==> src/rtl/rx_sample_sweep_scheduler.sv <==
// rx_sample_sweep_scheduler
// Owns the address generation for the receive-sample circular buffer (a simple
// dual-port BRAM with a 1-cycle registered read). Each accepted sample is
// written once. The whole window is then streamed oldest-to-newest to the
// correlator with first/last framing. One sample arriving mid-sweep is held in
// a pending slot. Further arrivals are dropped and flagged by sticky overrun.
// Optional build macro: RX_SWEEP_ZERO_FILL_EN. When defined, never-written
// window locations stream as zero until the window has been filled once.
`timescale 1ns/1ps

module rx_sample_sweep_scheduler #(
    parameter int MEMORY_LENGTH = 510,
    parameter int ADDR_W        = 9,
    parameter int DATA_W        = 16
) (
    input  logic                     crx_clk,
    input  logic                     rrx_rst,
    input  logic                     erx_en,
    input  logic                     new_sample_trig,
    input  logic signed [DATA_W-1:0] sample_in,
    input  logic                     overrun_clr,
    output logic                     ram_wr_en,
    output logic [ADDR_W-1:0]        ram_wr_addr,
    output logic signed [DATA_W-1:0] ram_wr_data,
    output logic [ADDR_W-1:0]        ram_rd_addr,
    input  logic signed [DATA_W-1:0] ram_rd_data,
    output logic signed [DATA_W-1:0] sweep_data,
    output logic                     sweep_valid,
    output logic                     sweep_first,
    output logic                     sweep_last,
    output logic                     busy,
    output logic                     overrun
);

    localparam logic [ADDR_W-1:0] LAST_IDX = ADDR_W'(MEMORY_LENGTH - 1);

    typedef enum logic [1:0] {
        S_IDLE,
        S_WRITE,
        S_SWEEP,
        S_DRAIN
    } state_t;

    state_t                     r_state;
    logic [ADDR_W-1:0]          r_wr_ptr;
    logic [ADDR_W-1:0]          r_rd_addr;
    logic [ADDR_W-1:0]          r_rd_cnt;
    logic                       r_pend_valid;
    logic signed [DATA_W-1:0]   r_pend_data;
    logic                       r_wr_en;
    logic [ADDR_W-1:0]          r_wr_addr;
    logic signed [DATA_W-1:0]   r_wr_data;
    logic                       r_sweep_valid;
    logic                       r_sweep_first;
    logic                       r_sweep_last;
    logic                       r_overrun;

    logic                       w_accept;
    logic                       w_drop;
    logic                       w_in_sweep;
    logic [ADDR_W-1:0]          w_wr_ptr_next;
    logic [ADDR_W-1:0]          w_rd_addr_next;

    assign w_accept       = new_sample_trig && erx_en;
    assign w_drop         = w_accept && (r_state != S_IDLE) && r_pend_valid;
    assign w_in_sweep     = (r_state == S_SWEEP);
    assign w_wr_ptr_next  = (r_wr_ptr == LAST_IDX) ? '0 : r_wr_ptr + 1'b1;
    assign w_rd_addr_next = (r_rd_addr == LAST_IDX) ? '0 : r_rd_addr + 1'b1;

`ifdef RX_SWEEP_ZERO_FILL_EN
    localparam int                CNT_W  = ADDR_W + 1;
    localparam logic [CNT_W-1:0]  ML_CNT = CNT_W'(MEMORY_LENGTH);

    logic [CNT_W-1:0]           r_fill_cnt;
    logic                       r_sweep_zero;
    logic                       w_zero_idx;

    // Sweep index k addresses a never-written slot while k < MEMORY_LENGTH - fill_cnt.
    assign w_zero_idx = (({1'b0, r_rd_cnt} + r_fill_cnt) < ML_CNT);

    // Fill count and zero-mask flag, the flag aligned with the BRAM read latency.
    always_ff @(posedge crx_clk or negedge rrx_rst) begin
        if (!rrx_rst) begin
            r_fill_cnt   <= '0;
            r_sweep_zero <= 1'b0;
        end else begin
            r_sweep_zero <= w_in_sweep && w_zero_idx;
            if ((r_state == S_WRITE) && (r_fill_cnt != ML_CNT)) begin
                r_fill_cnt <= r_fill_cnt + 1'b1;
            end
        end
    end

    assign sweep_data = (r_sweep_valid && !r_sweep_zero) ? ram_rd_data : '0;
`else
    assign sweep_data = r_sweep_valid ? ram_rd_data : '0;
`endif

    // Main sequencer: state, pointers, pending slot, overrun and all registered outputs.
    always_ff @(posedge crx_clk or negedge rrx_rst) begin
        if (!rrx_rst) begin
            r_state       <= S_IDLE;
            r_wr_ptr      <= '0;
            r_rd_addr     <= '0;
            r_rd_cnt      <= '0;
            r_pend_valid  <= 1'b0;
            r_pend_data   <= '0;
            r_wr_en       <= 1'b0;
            r_wr_addr     <= '0;
            r_wr_data     <= '0;
            r_sweep_valid <= 1'b0;
            r_sweep_first <= 1'b0;
            r_sweep_last  <= 1'b0;
            r_overrun     <= 1'b0;
        end else begin
            r_wr_en       <= 1'b0;
            r_sweep_valid <= w_in_sweep;
            r_sweep_first <= w_in_sweep && (r_rd_cnt == '0);
            r_sweep_last  <= w_in_sweep && (r_rd_cnt == LAST_IDX);

            if (w_drop) begin
                r_overrun <= 1'b1;
            end else if (overrun_clr) begin
                r_overrun <= 1'b0;
            end

            if ((r_state != S_IDLE) && w_accept && !r_pend_valid) begin
                r_pend_valid <= 1'b1;
                r_pend_data  <= sample_in;
            end

            case (r_state)
                S_IDLE: begin
                    if (r_pend_valid) begin
                        r_state   <= S_WRITE;
                        r_wr_en   <= 1'b1;
                        r_wr_addr <= r_wr_ptr;
                        r_wr_data <= r_pend_data;
                        if (w_accept) begin
                            r_pend_data <= sample_in;
                        end else begin
                            r_pend_valid <= 1'b0;
                        end
                    end else if (w_accept) begin
                        r_state   <= S_WRITE;
                        r_wr_en   <= 1'b1;
                        r_wr_addr <= r_wr_ptr;
                        r_wr_data <= sample_in;
                    end
                end
                S_WRITE: begin
                    r_wr_ptr  <= w_wr_ptr_next;
                    r_rd_addr <= w_wr_ptr_next;
                    r_rd_cnt  <= '0;
                    r_state   <= S_SWEEP;
                end
                S_SWEEP: begin
                    r_rd_cnt <= r_rd_cnt + 1'b1;
                    if (r_rd_cnt == LAST_IDX) begin
                        r_state <= S_DRAIN;
                    end else begin
                        r_rd_addr <= w_rd_addr_next;
                    end
                end
                S_DRAIN: begin
                    r_state <= S_IDLE;
                end
                default: begin
                    r_state <= S_IDLE;
                end
            endcase
        end
    end

    assign ram_wr_en   = r_wr_en;
    assign ram_wr_addr = r_wr_addr;
    assign ram_wr_data = r_wr_data;
    assign ram_rd_addr = r_rd_addr;
    assign sweep_valid = r_sweep_valid;
    assign sweep_first = r_sweep_first;
    assign sweep_last  = r_sweep_last;
    assign busy        = (r_state != S_IDLE) || r_pend_valid;
    assign overrun     = r_overrun;

endmodule

==> config.mk <==
export PLATFORM = sky130hd
export DESIGN_NAME = rx_sample_sweep_scheduler
export DESIGN_NICKNAME = d
export VERILOG_FILES = /design/src/rtl/rx_sample_sweep_scheduler.sv
export SDC_FILE = /design/constraint.sdc
export NUM_CORES = 1
export LEC_CHECK = 0
export ABC_AREA = 1
export BUFFER_PORTS_ARGS = -buffer_cell sky130_fd_sc_hd__buf_2
export CELL_PAD_IN_SITES_DETAIL_PLACEMENT = 0
export CELL_PAD_IN_SITES_GLOBAL_PLACEMENT = 1
export CORE_UTILIZATION = 39
export DETAILED_ROUTE_END_ITERATION = 7
export GPL_ROUTABILITY_DRIVEN = 0
export PLACE_DENSITY_LB_ADDON = 0.1
export SLEW_MARGIN = 0
export SYNTH_ARGS = -nofsm -noshare
export SYNTH_HDL_FRONTEND = slang
export SYNTH_SLANG_ARGS = --single-unit
==> constraint.sdc <==
create_clock -name crx_clk -period 1.95 [get_ports crx_clk]
set_clock_uncertainty 0.05 [all_clocks]
set_input_delay 0.195 -clock crx_clk [delete_from_list [all_inputs] [get_ports crx_clk]]
set_output_delay 0.195 -clock crx_clk [all_outputs]
set_load 0.03 [all_outputs]
=== Word-level counts from Yosys, hierarchy flattened ===
Index checks and enable logic that the tools add are counted.

* Reductions and logical operators: 17
* Muxes and demuxes: 27
* $add $sub $neg: 3
* Equal/unequal tests: 9

{| class="wikitable"
|+ Operators by type and width
! cell !! count
|-
| 16-bit 2-to-1 mux || 7
|-
| 9-bit 2-to-1 mux || 5
|-
| 9-bit one-hot mux with 2 select lines || 2
|-
| 9-bit by 1-bit adder with 9-bit output (second input constant) || 3
|-
| 9-bit equality test (second input constant) || 3
|-
| 9-bit zero test || 1
|-
| 1-bit 2-to-1 mux || 9
|-
| 2-bit one-hot mux with 4 select lines || 1
|-
| 2-bit nonzero test || 4
|-
| 1-bit logical AND || 6
|-
| 2-bit 2-to-1 mux || 3
|-
| 2-bit AND reduction || 3
|-
| 2-bit equality test (second input constant) || 2
|-
| 3-bit inequality test (second input constant) || 1
|-
| 2-bit by 1-bit equality test with 1-bit output (second input constant) || 1
|-
| 2-bit zero test || 1
|-
| 2-bit by 1-bit inequality test with 1-bit output (second input constant) || 1
|-
| 2-bit inequality test (second input constant) || 1
|-
| 1-bit zero test || 1
|-
| 1-bit logical OR || 1
|}

* Logic and storage cells: 69
* Bits in registers: 76
* Input bits: 37
* Output and inout bits: 56

=== Longest topological paths before layout ===
* Depth in word-level cells: 7
* Gate-level depth with buffers: 11
* Mapped depth without buffers: 11

=== Worst setup path after synthesis ===
No wires, ideal clock.

* Path kind: flip-flop to flip-flop
* Start point: register r_state[0]
* End point: register r_pend_data[10]
* Arrival: 1456 ps
* Clock period less this slack: 1631 ps
* Path buffers: 1
* Cell stages (with the launch flop): 8
* Setup time: 125 ps
* Setup slack: 319 ps
* Required time: 1775 ps
* Path through: dfrtp_1 -> inv_1 -> ha_1 -> inv_1 -> nand3_2 -> nand2_4 -> buf_6 -> mux2_4

* Longest elaborated chain between the ends: 7
* Elaborated cells on any way between the ends: 8
* Those cells by class: mux: 4; reduce/logical: 4

{| class="wikitable"
|+ RTL lines
! element !! line !! RTL
|-
| start, declared || 44 || <nowiki>state_t r_state;</nowiki>
|-
| start signal, assigned || 102 || <nowiki>r_state <= S_IDLE;</nowiki>
|-
| start signal, assigned || 135 || <nowiki>r_state <= S_WRITE;</nowiki>
|-
| start signal, assigned || 145 || <nowiki>r_state <= S_WRITE;</nowiki>
|-
| 2-bit nonzero test || 127 || <nowiki>if ((r_state != S_IDLE) && w_accept && !r_pend_valid) begin</nowiki>
|-
| 1-bit logical AND (2 in a row) || 127 ||
|-
| 16-bit 2-to-1 mux || 127 ||
|-
| 16-bit 2-to-1 mux || 139 || <nowiki>if (w_accept) begin</nowiki>
|-
| 16-bit 2-to-1 mux || 134 || <nowiki>if (r_pend_valid) begin</nowiki>
|-
| 16-bit 2-to-1 mux * || 132 || <nowiki>case (r_state)</nowiki>
|-
| end signal, assigned || 129 || <nowiki>r_pend_data <= sample_in;</nowiki>
|-
| end signal, assigned || 140 || <nowiki>r_pend_data <= sample_in;</nowiki>
|-
| end, declared || 49 || <nowiki>logic signed [DATA_W-1:0] r_pend_data;</nowiki>
|}

Every way passes the cells marked *; elsewhere a longest branch is shown, timed or not.
A chain may end at the register's enable or synchronous reset.

=== Worst setup path after layout ===
* Start point: register r_state[0]
* End point: register r_pend_data[1]

The elaborated chain is that of the path after synthesis.

==> impl_metrics.tcl <==
set metrics [dict create \
    clockBufferDepth 2 \
    finalSetupTns_ns 0 \
    ant_nets 0 \
    grt_overflow_total 0 \
    clkTransAtPathRegs_ns 0.09 \
    cts_max_level 3 \
    ir_drop_mv 0.386 \
    antenna_found_initial 0 \
    worst_setup_path_end_kind "flip-flop" \
    drive_gt1_frac 0.254 \
    power_switching_mw 0.723 \
    routed-via-count 3281 \
    fmax_ghz 0.571 \
    synth_cell_types 29 \
    worstPathArrival_ns 1.95 \
    post-route-util 0.498 \
    layout_commonest_cell "nand2_1" \
    cts_setup_buffers 0 \
    finalSetupViolCount 0 \
    clk_latency_ns 0.36 \
    seqCellArea_um2 1900 \
    powerDensity_nw_per_um2 615 \
    n_fill_cell 935 \
    fp-row-count 35 \
    antenna_cells 0 \
    worst_pin_slew_ns 0.494 \
    cts_hold_buffers 2 \
    dieArea_um2 10300 \
    cts_resized 0 \
    die_x_um 102 \
    grt_pass1_vias 3128 \
    avgSynthCellArea_um2 8.35 \
    share_seq_of_total_power 0.546 \
    slew_violations 0 \
    final_cell_mix "nand2_1, buf_2, dfrtp_1" \
    p_clk_frac 0.400 \
    grt_pass1_wl_mm 14.6 \
    worstSetupPathType "reg2reg" \
    netSwitchingFraction 0.250 \
    routedWlPerCell_um 12.6 \
    status "finished, final reports clean" \
    firstDrtPassIters 6 \
    clockRootBuffer "clkbuf_8" \
    synth_area_leaders "dfrtp_1, nand2_1, inv_1" \
    hold_viol 0 \
    rsz0062_at_grt "no" \
    startpoint_type "flip-flop" \
    mappedNetlistArea_um2 3860 \
    p_comb_frac 0.054 \
    cts.sinks 76 \
    pin_count 93 \
    holdCritPathClass "in2reg" \
    cts_buffers 9 \
    r2r_slack_ns 0.20 \
    yosys_warnings 0 \
    synth_seq_cells 76 \
    grt_usage 0.184 \
    core-area_um2 9420 \
    p_leak_nw 2.35 \
    ys_seq_area_frac 0.492 \
    area_delta_synth_final_pct 21.4 \
    p_int_mw 2.16 \
    multi_input_area_um2 1660 \
    port_buffers 92 \
    maxSlewHeadroom 0.670 \
    remaining_drc_errors 0 \
    dp_hpwl_mm 6.40 \
    wl_mm 8.79 \
    crit_path_max_fanout 16 \
    synth_top_area_frac 0.492 \
    dr.first_iter.drc_count 147 \
    finalCritPeriodShare 0.899 \
    viasPerCell 4.72 \
    required_ns 2.15 \
    die_h_um 102 \
    syn_nets 510 \
    syn_inst 463 \
    cts_tree "yes" \
    start_util 0.410 \
    maxCapViolCount 0 \
    period_needed_ns 1.75 \
    grt_max_degree 55 \
    final_nets 608 \
    synth_top_cell_by_area "dfrtp_1" \
]
-- routing by layer --
| metal | vias to the layer above | routed length (um) | track usage |
|---|---|---|---|
| met3 | 4 | 457 | 0.0455 |
| met2 | 85 | 4150 | 0.304 |
| met5 | - | 0 | 0 |
| li1 | 1677 | - | - |
| met1 | 1515 | 4140 | 0.234 |
| met4 | 0 | 50 | 0.0647 |
-- stage by stage --
stage	power (mW)	hold slack, ns	instance area, um^2	std cells	setup slack [ns]
finish	2.89	0.0258	4690	695	0.198
global route	3.01	0.0206	4690	695	0.00627
CTS	2.92	0.0149	4690	695	0.188
detailed placement	1.77	0.0757	4490	677	0.182
global placement	1.76	0.0678	4490	677	0.241
floorplan	1.67	-0.151	3860	463	0.319
-- cell type report --
cell class                      count  share of cell area
Timing Repair Buffer              103               0.123
Multi-Input combinational cell    316               0.354
Clock buffer                       11              0.0323
Inverter                           55              0.0440
Sequential cell                    76               0.405
Tap cell                          129              0.0344
Clock inverter                      5             0.00773
-- power groups by stage --
stage / Combinational, mW / Sequential, mW / Clock [mW]
floorplan: 0.0536 / 1.61 / 0
global placement: 0.155 / 1.61 / 0
detailed placement: 0.157 / 1.61 / 0
CTS: 0.160 / 1.58 / 1.19
global route: 0.176 / 1.58 / 1.25
finish: 0.156 / 1.58 / 1.15
-- worst max-delay path: stages (launching register included) --
cell     delay, ns
dfrtp_1       0.35
inv_1         0.08
ha_1          0.26
inv_1         0.17
nand3_2       0.12
nand2_4       0.26
mux2_2        0.37
-- sequential cells by signal, indices dropped and copies added (netlist names) --
name          flops
r_state           2
r_pend_valid      1
r_rd_cnt          9
ram_wr_addr       9
sweep_valid       1
r_pend_data      16
overrun           1
ram_wr_data      16
sweep_last        1
ram_rd_addr       9
ram_wr_en         1
r_wr_ptr          9
sweep_first       1
-- final timing paths --
check                          startpoint             end  depth (start not counted)
setup reg to reg               r_state[0]  r_pend_data[1]                          6
min in group asynchronous         rrx_rst  ram_rd_addr[5]                          2
hold / removal               sample_in[4]  r_pend_data[4]                          2
max in group asynchronous         rrx_rst     r_rd_cnt[2]                          3
hold reg to reg            ram_wr_addr[3]  ram_wr_addr[3]                          2
setup / recovery               r_state[0]  r_pend_data[1]                          6
-- synth_stat cells --
library cell	number
mux2_2	6
nand3_1	28
nand3b_1	1
buf_6	4
xnor2_1	1
nor3_1	3
nor4_1	1
nand4_1	10
ha_1	10
nand2_1	139
nor2_1	45
dfrtp_1	76
inv_2	3
buf_2	5
nand2_4	2
nor2_2	1
clkbuf_1	7
nand2_2	2
inv_1	52
a21oi_2	1
a22oi_1	1
a31oi_1	19
nand3_2	1
o32ai_1	1
o21ai_0	25
o21ai_1	4
nor2_4	1
mux2_4	10
xor2_1	4
-- kinds of logic (layout without fill, tap and decap cells) --
logic type / count (synthesis) / count (layout) / synth area share
compound gates: 51 / 51 / 0.0748
xor+xnor: 5 / 5 / 0.0113
fa+ha+maj: 10 / 10 / 0.0324
buf+inv: 71 / 174 / 0.0783
flops: 76 / 76 / 0.492
mux: 16 / 16 / 0.0563
simple gates: 234 / 234 / 0.255
(Power assumes the default switching activity.)
